**config.mk**
```make
export PLATFORM = sky130hd
export DESIGN_NAME = seg_scan_ctrl
export DESIGN_NICKNAME = d
export VERILOG_FILES = /design/src/rtl/seg_pkg.sv /design/src/rtl/seg_slot_timer.sv /design/src/rtl/seg_scan_ctrl.sv
export SDC_FILE = /design/constraint.sdc
export NUM_CORES = 1
export LEC_CHECK = 0
export ABC_AREA = 1
export CAP_MARGIN = 10
export CORE_MARGIN = 3
export CORE_UTILIZATION = 30
export DETAILED_ROUTE_END_ITERATION = 10
export PLACE_DENSITY = 0.57
export SKIP_LAST_GASP = 1
export SYNTH_ARGS = -nofsm -noshare
export SYNTH_HDL_FRONTEND = slang
export SYNTH_SLANG_ARGS = --single-unit
```
**constraint.sdc**
```tcl
create_clock -name clk -period 4.75 [get_ports clk]
set_input_delay 0.95 -clock clk [delete_from_list [all_inputs] [get_ports clk]]
set_output_delay 0.95 -clock clk [all_outputs]
set_load 0.01 [all_outputs]
```
**src/rtl/seg_pkg.sv**
```systemverilog
// Shared types and constants for the seven-segment scan path.
// Imported by the scan controller and its slot timer.
package seg_pkg;

   localparam int NIBBLE_W = 4;
   localparam int IDX_W    = 3;

   typedef enum logic [1:0] {
      IDLE,
      BLANK,
      SHOW
   } seg_state_e;

   function automatic int clog2(input int v);
      int r;
      r = 0;
      for (int i = 0; i < 31; i++) begin
         if ((1 << i) < v) begin
            r = i + 1;
         end
      end
      return r;
   endfunction

endpackage

```
**src/rtl/seg_slot_timer.sv**
```systemverilog
// Per-slot prescaler: counts REFRESH_DIV cycles per digit slot
// and flags the end of the blank gap and of the whole slot.
module seg_slot_timer
   import seg_pkg::*;
#(
   parameter int REFRESH_DIV  = 1000,
   parameter int BLANK_CYCLES = 16
) (
   input  logic clk,
   input  logic rst_n,
   input  logic clear,
   output logic blank_done,
   output logic slot_done,
   output logic slot_near
);

   localparam int CNT_W = clog2(REFRESH_DIV);

   logic [CNT_W-1:0] cnt;

   assign blank_done = (cnt == CNT_W'(BLANK_CYCLES - 1));
   assign slot_done  = (cnt == CNT_W'(REFRESH_DIV - 1));
   assign slot_near  = (cnt == CNT_W'(REFRESH_DIV - 2));

   // Slot counter: wraps at the end of each slot, held at 0 while cleared.
   always_ff @(posedge clk or negedge rst_n) begin
      if (!rst_n) begin
         cnt <= '0;
      end else if (clear || slot_done) begin
         cnt <= '0;
      end else begin
         cnt <= cnt + CNT_W'(1);
      end
   end

endmodule

```
**src/rtl/seg_scan_ctrl.sv**
```systemverilog
// Time-multiplexed digit scanner with shadow/active value banks;
// host writes are committed to the active bank only at frame ends.
module seg_scan_ctrl
   import seg_pkg::*;
#(
   parameter int NUM_DIGITS   = 4,
   parameter int REFRESH_DIV  = 1000,
   parameter int BLANK_CYCLES = 16
) (
   input  logic                  clk,
   input  logic                  rst_n,
   input  logic                  ena,
   input  logic                  wr_valid,
   output logic                  wr_ready,
   input  logic [IDX_W-1:0]      wr_idx,
   input  logic [NIBBLE_W-1:0]   wr_nibble,
   output logic [NIBBLE_W-1:0]   dec_nibble,
   output logic                  dec_blank,
   output logic [NUM_DIGITS-1:0] digit_en,
   output logic                  frame_tick
);

   localparam int BANK_N = 2 ** IDX_W;
   localparam logic [IDX_W-1:0] LAST = IDX_W'(NUM_DIGITS - 1);

   seg_state_e st, st_nxt;
   logic [IDX_W-1:0] dig, dig_nxt;

   logic [BANK_N-1:0][NIBBLE_W-1:0] shadow, active, active_nxt;

   logic clear, blank_done, slot_done, slot_near;
   logic load, wr_fire, ft_nxt, blank_nxt;
   logic [NUM_DIGITS-1:0] en_nxt;

   assign clear   = (st == IDLE) || !ena;
   assign load    = (st == IDLE) || frame_tick;
   assign wr_fire = wr_valid && wr_ready &&
                    ({1'b0, wr_idx} < 4'(NUM_DIGITS));

   seg_slot_timer #(
      .REFRESH_DIV  (REFRESH_DIV),
      .BLANK_CYCLES (BLANK_CYCLES)
   ) u_timer (
      .clk        (clk),
      .rst_n      (rst_n),
      .clear      (clear),
      .blank_done (blank_done),
      .slot_done  (slot_done),
      .slot_near  (slot_near)
   );

   // Next state, next digit and the values the output registers take.
   always_comb begin
      st_nxt     = st;
      dig_nxt    = dig;
      unique case (st)
         IDLE: begin
            if (ena) st_nxt = BLANK;
         end
         BLANK: begin
            if (blank_done) st_nxt = SHOW;
         end
         SHOW: begin
            if (slot_done) begin
               st_nxt  = BLANK;
               dig_nxt = (dig == LAST) ? '0 : dig + IDX_W'(1);
            end
         end
         default: st_nxt = IDLE;
      endcase
      if (!ena) begin
         st_nxt  = IDLE;
         dig_nxt = '0;
      end
      ft_nxt     = ena && (st != IDLE) && (dig == LAST) && slot_near;
      en_nxt     = (st_nxt == SHOW) ? NUM_DIGITS'(1) << dig_nxt : '0;
      blank_nxt  = (st_nxt != SHOW);
      active_nxt = load ? shadow : active;
   end

   // State and digit index registers.
   always_ff @(posedge clk or negedge rst_n) begin
      if (!rst_n) begin
         st  <= IDLE;
         dig <= '0;
      end else begin
         st  <= st_nxt;
         dig <= dig_nxt;
      end
   end

   // Registered outputs; wr_ready drops only during the commit cycle.
   always_ff @(posedge clk or negedge rst_n) begin
      if (!rst_n) begin
         digit_en   <= '0;
         dec_blank  <= 1'b1;
         dec_nibble <= '0;
         frame_tick <= 1'b0;
         wr_ready   <= 1'b0;
      end else begin
         digit_en   <= en_nxt;
         dec_blank  <= blank_nxt;
         dec_nibble <= active_nxt[dig_nxt];
         frame_tick <= ft_nxt;
         wr_ready   <= !ft_nxt;
      end
   end

   // Shadow takes host writes; active follows shadow on commit or idle.
   always_ff @(posedge clk or negedge rst_n) begin
      if (!rst_n) begin
         shadow <= '0;
         active <= '0;
      end else begin
         if (wr_fire) shadow[wr_idx] <= wr_nibble;
         active <= active_nxt;
      end
   end

endmodule

```
==> metrics.csv, run 1 <==
metric,value,unit
status,completed,
sw frac,22.0,%
routability cong.,0.800,
Max Fclk,376,MHz
final hold vios,0,
Synth Cell Area,0.00386,mm²
P_sw,0.000405,W
Critical path buffers and inverters,2,
ANT nets after route,0,
"count leader, synth",nand2_1,
Vias/cell,4.39,
CP arrival,2890,ps
DR vias,2593,
clock skew,3.85,ps
CTS Buf Count,9,
DRC viols,0,
DIE WIDTH,119,µm
final setup violation count,0,
clk_lat worst skew,340,ps
row count,40,
Overall Global Routing Usage,11.8,%
post-synthesis cell count,412,
number of global-route vias before repair,2684,
ANT cells,0,
top post-synthesis cells by area,"dfrtp_1 58%, nand2_1 13%, nand4_1 2.8%",
crit-path cells,"clkdlybuf4s50_1, nand2_1, nor2_2, inv_2, nand2_1, nand2_1, nand2_1, nand2_1",
H-tree depth,3,
Synth Register Bits,90,
WL final,7740,µm
number of DRC markers in iteration 0,129,
multi-input logic area,0.00137,mm²
Static Leak,2.30,nW
CP Data Required Time,4980,ps
Yosys top cell by area,dfrtp_1,
worst slew pin tran,733,ps
clk buf depth,2,
share of layout cells above drive strength 1,12.3,%
RSZ-0062 raised after global routing,no,
synthesized area per cell,9.38,µm²
clock sinks,90,
slew margin rel.,50.9,%
largest net degree at the start of global routing,55,
full die area,0.0143,mm²
Seq. cell area,0.00225,mm²
Post-synth top cells,"137 x nand2_1, 89 x dfrtp_1, 23 x inv_1",
VDD IR max,138,µV
CP Class,primary input to flip-flop,
Resize count post-CTS,0,
drt first pass iters,4,
P&R area growth vs syn,16.8,%
Worst setup EP type,flip-flop,
CTS root buffer,clkbuf_16,
initial antenna violation count,0,
pwr/cell area,408,mW/mm²
final slew viol count,0,
number of synthesized flops with an enable pin,0,
die height,119,µm
first-pass GRT wire length,13300,µm
Routed WL per cell,13.1,µm
Synth top area share,57.6,%
Final period util,56.0,%
Slowest cell on crit path,clkdlybuf4s50_1,
CTS tree,done,
Logic pwr share,8.3,%
Total Power,0.00184,W
Synth cell types,35,
CTS hold repair buffers,0,
sequential share of the synthesized area,58.3,%
post-layout min period,2660,ps
Setup TNS Final,0,ps
Hold Crit Class,flip-flop to flip-flop,
Initial Util,31.4,%
total gr overflow,0,
ys flop type,dfrtp_1,
"CP delay by family, top",buffers and inverters,
worst-path fanout max,20,
Clock power frac,45.2,%
NumNets Final,432,
Ys Warns,0,
Post-DP HPWL,5410,µm
Reg power frac,46.5,%
Clock transition at path regs,60,ps
syn_nets,426,
Filler Cell Count,1284,
Setup Buffers After CTS,0,
port bufs,21,
IO Pins,22,
CP Launch Type,primary input,
Internal Power,0.00143,W
ys async rst share,100,%
Max-cap violations,0,
CP dominant cell by count,nand2_1,
critical path's largest stage delay,950,ps
Core ar.,0.0123,mm²
-- layout by cell type, fill, tap and decap left out, drive strengths merged --
master | synthesis | final
a21oi | 6 | 6
a41oi | 1 | 1
and3 | 1 | 1
buf | 10 | 2
bufinv | 0 | 3
clkbuf | 17 | 11
clkdlybuf4s50 | 0 | 20
clkinv | 1 | 2
dfrtp | 89 | 89
dfstp | 1 | 1
ha | 3 | 3
inv | 29 | 29
mux2 | 16 | 16
nand2 | 149 | 149
nand3 | 21 | 21
nand3b | 1 | 1
nand4 | 19 | 19
nor2 | 22 | 22
nor3 | 4 | 4
nor3b | 2 | 2
nor4 | 1 | 1
o21a | 1 | 1
o21ai | 17 | 17
xor2 | 1 | 1
-- sequential cells by signal (all words and copies together) (netlist names) --
name,count
active,32
dec_blank,1
dec_nibble,4
dig,3
digit_en,4
frame_tick,1
shadow,32
st,2
u_timer.cnt,10
wr_ready,1
-- cell type report --
| cell class | instances | area share, % |
|---|---|---|
| flip-flops and latches | 90 | 49.9 |
| multi-input cells | 265 | 30.4 |
| clock buffers | 11 | 5.60 |
| repair buffers | 22 | 4.77 |
| well taps | 168 | 4.66 |
| inverters | 30 | 2.50 |
| clock inverters | 4 | 2.19 |
-- kinds of logic after synthesis --
logic type	after synthesis	synth area share [%]
and+or+nand+nor	220	26.2
DFF	90	58.3
buffers and inverters	57	6.22
AOI/OAI and AO/OA	25	3.40
muxes	16	4.66
adders and majority gates	3	0.972
xor gates and xnor gates	1	0.227
-- power groups by stage --
stage | Sequential, W | Clock, W | Combinational [W]
2_1_floorplan | 0.000863 | 0 | 0.0000908
3_3_place_gp | 0.000869 | 0 | 0.000152
3_5_place_dp | 0.000871 | 0 | 0.000155
4_1_cts | 0.000857 | 0.000850 | 0.000156
5_1_grt | 0.000863 | 0.000882 | 0.000178
6_report | 0.000856 | 0.000831 | 0.000153
-- through the flow --
stage | hold WS [ps] | setup WS [ps] | area (µm²) | cells | utilization [%]
5_1_grt | 387 | 1870 | 4510 | 590 | 36.7
3_5_place_dp | 364 | 1760 | 4160 | 575 | 33.8
4_1_cts | 379 | 2120 | 4510 | 590 | 36.7
6_report | 375 | 2090 | 4510 | 590 | 36.7
3_3_place_gp | 361 | 1880 | 4160 | 575 | 33.8
2_1_floorplan | 424 | 2930 | 3860 | 412 | -
-- layer usage --
layer / routed length, µm / share of wire [%] / vias to the layer above / track usage, %
met5: 0 / 0 / - / 0
met4: 179 / 2.3 / 0 / 4.44
met3: 246 / 3.2 / 13 / 3.66
met2: 3580 / 46 / 30 / 18.6
met1: 3730 / 48 / 1223 / 15.1
li1: - / - / 1327 / -
-- final timing paths --
| kind | from | endpoint | slack [ps] | cells after the start |
|---|---|---|---|---|
| max in group asynchronous | rst_n | dec_blank | 3160 | 2 |
| setup / recovery | ena | dec_nibble[3] | 2090 | 8 |
| setup reg to reg | frame_tick | dec_nibble[3] | 2380 | 9 |
| hold reg to reg | shadow[26] | shadow[26] | 380 | 0 |
| min in group asynchronous | rst_n | u_timer.cnt[0] | 650 | 1 |
| hold / removal | shadow[26] | shadow[26] | 380 | 0 |
(Power assumes the default switching activity.)
==> run 2, diff against run 1 <==
==> constraint.sdc (replaced) <==
create_clock -name clk -period 2.8 [get_ports clk]
set_input_delay 0.56 -clock clk [delete_from_list [all_inputs] [get_ports clk]]
set_output_delay 0.56 -clock clk [all_outputs]
set_load 0.01 [all_outputs]
==> run 2 against run 1 <==
Net effect:
- power increased by 62%
- global-route usage about the same
- via count increased by 0.77%
- die area unchanged
- clock skew increased by 5.5 ps
- combinational power increased by 71%
- clock power increased by 52%
==> metrics.csv, run 2 (synthesized netlist as in run 1, its figures left out) <==
metric,value,unit
crit-path cells,"inv_2, nand2_4, nand2_2, mux2_1, nand2_1, nand2_1, nand2_1, nand2_1, nand2_1, nand2_1",
RSZ-0062 raised after global routing,no,
ANT cells,0,
die height,119,µm
DRC viols,0,
Total Power,0.00298,W
Slowest cell on crit path,nand2_2,
CP Class,flip-flop to flip-flop,
pwr/cell area,660,mW/mm²
CTS hold repair buffers,0,
CTS tree,done,
number of DRC markers in iteration 0,117,
Static Leak,2.31,nW
Setup TNS Final,0,ps
routability cong.,0.728,
CP Data Required Time,3020,ps
NumNets Final,436,
final slew viol count,0,
reg2reg end,dec_nibble[3],
Resize count post-CTS,0,
Initial Util,31.4,%
VDD IR max,448,µV
port bufs,21,
Max-cap violations,0,
IO Pins,22,
"commonest cells after routing, fill and taps aside","137 x nand2_1, 89 x dfrtp_1, 23 x inv_1, 20 x clkdlybuf4s50_1",
Post-DP HPWL,5220,µm
reg2reg start,st[0],
P_sw,0.000663,W
"Core Util, Final",36.6,%
drt first pass iters,4,
DR vias,2613,
CP arrival,2290,ps
WL final,7630,µm
row count,40,
CP dominant cell by count,nand2_1,
biggest regs,"active x32, shadow x32, u_timer.cnt x10",
Worst setup EP type,flip-flop,
CTS Buf Count,9,
DIE WIDTH,119,µm
dpl cells,579,
full die area,0.0143,mm²
dpl ws,618,ps
Logic pwr share,8.8,%
R2R Setup Slk,740,ps
share of layout cells above drive strength 1,12.7,%
final setup violation count,0,
clk_lat worst skew,330,ps
setup ws final,736,ps
slew margin rel.,57.6,%
Setup Buffers After CTS,0,
most common library cell in the layout ignoring fill and taps,nand2_1,
Max Fclk,485,MHz
Internal Power,0.00231,W
Reg power frac,48.8,%
largest net degree at the start of global routing,50,
sw frac,22.3,%
initial antenna violation count,0,
Clock transition at path regs,60,ps
Overall Global Routing Usage,11.7,%
clock skew,9.37,ps
Hold Crit Class,primary input to asynchronous set/reset pin,
clk buf depth,2,
critical path's largest stage delay,520,ps
P&R area growth vs syn,16.8,%
ANT nets after route,0,
r2r worst-path depth,10,
number of global-route vias before repair,2689,
Clock power frac,42.5,%
Routed WL per cell,12.9,µm
Finished Layout Cells,593,
Core ar.,0.0123,mm²
clock sinks,90,
total gr overflow,0,
CP Launch Type,flip-flop,
first-pass GRT wire length,13400,µm
CTS root buffer,clkbuf_16,
worst slew pin tran,634,ps
H-tree depth,3,
final hold vios,0,
Vias/cell,4.41,
status,completed,
Final period util,73.7,%
worst-path fanout max,28,
post-layout min period,2060,ps
-- run 2: changes by cell type in the layout (fill, tap and decap cells not counted), sizes merged --
cell | before | now
buf | 2 | 6
bufinv | 3 | 2
-- run 2: through the flow --
step | hold WS (ps) | area, µm²
after CTS | 225 | 4510
after floorplan | 264 | 3860
final | 209 | 4510
after global placement | 362 | 4200
after global routing | 245 | 4510
after detailed placement | 362 | 4200
-- run 2: power groups by stage --
stage	registers, W	logic [W]	clock network (W)
floorplan	0.00146	0.000154	0
global placement	0.00147	0.000262	0
detailed placement	0.00148	0.000267	0
CTS	0.00145	0.000269	0.00129
global route	0.00146	0.000305	0.00135
finish	0.00145	0.000262	0.00126
-- run 2: worst max-delay path by stage --
stage                   startpoint             to  slack [ps]  cells after the start
finish                       st[0]  dec_nibble[3]         740                     10
global route                 st[0]  dec_nibble[1]         500                     12
CTS                          st[0]  dec_nibble[3]         710                     10
detailed placement             ena  dec_nibble[1]         620                      7
global placement               ena  dec_nibble[2]         630                      7
floorplan           u_timer.cnt[0]  dec_nibble[0]        1150                     13
-- run 2: worst max-delay path, delay by kind of cell, from the launching register on --
family | cells | cell delay [ps]
muxes | 1 | 410
buffers and inverters | 1 | 100
and+or+nand+nor | 8 | 1030
DFF | 1 | 400
-- run 2: area by class of cell --
cell class,instances,area (µm²)
clock inverters,3,65.1
fillers,1274,7800
repair buffers,26,258
flip-flops and latches,90,2250
multi-input cells,265,1370
well taps,168,210
clock buffers,11,243
inverters,30,113
-- run 2: metal layers --
layer / global-route usage (%) / share of wire, % / up-vias
met5: 0 / 0 / -
met2: 17.8 / 46 / 33
li1: - / - / 1335
met1: 15.9 / 50 / 1239
met4: 4.08 / 1.1 / 0
met3: 3.66 / 3.6 / 6
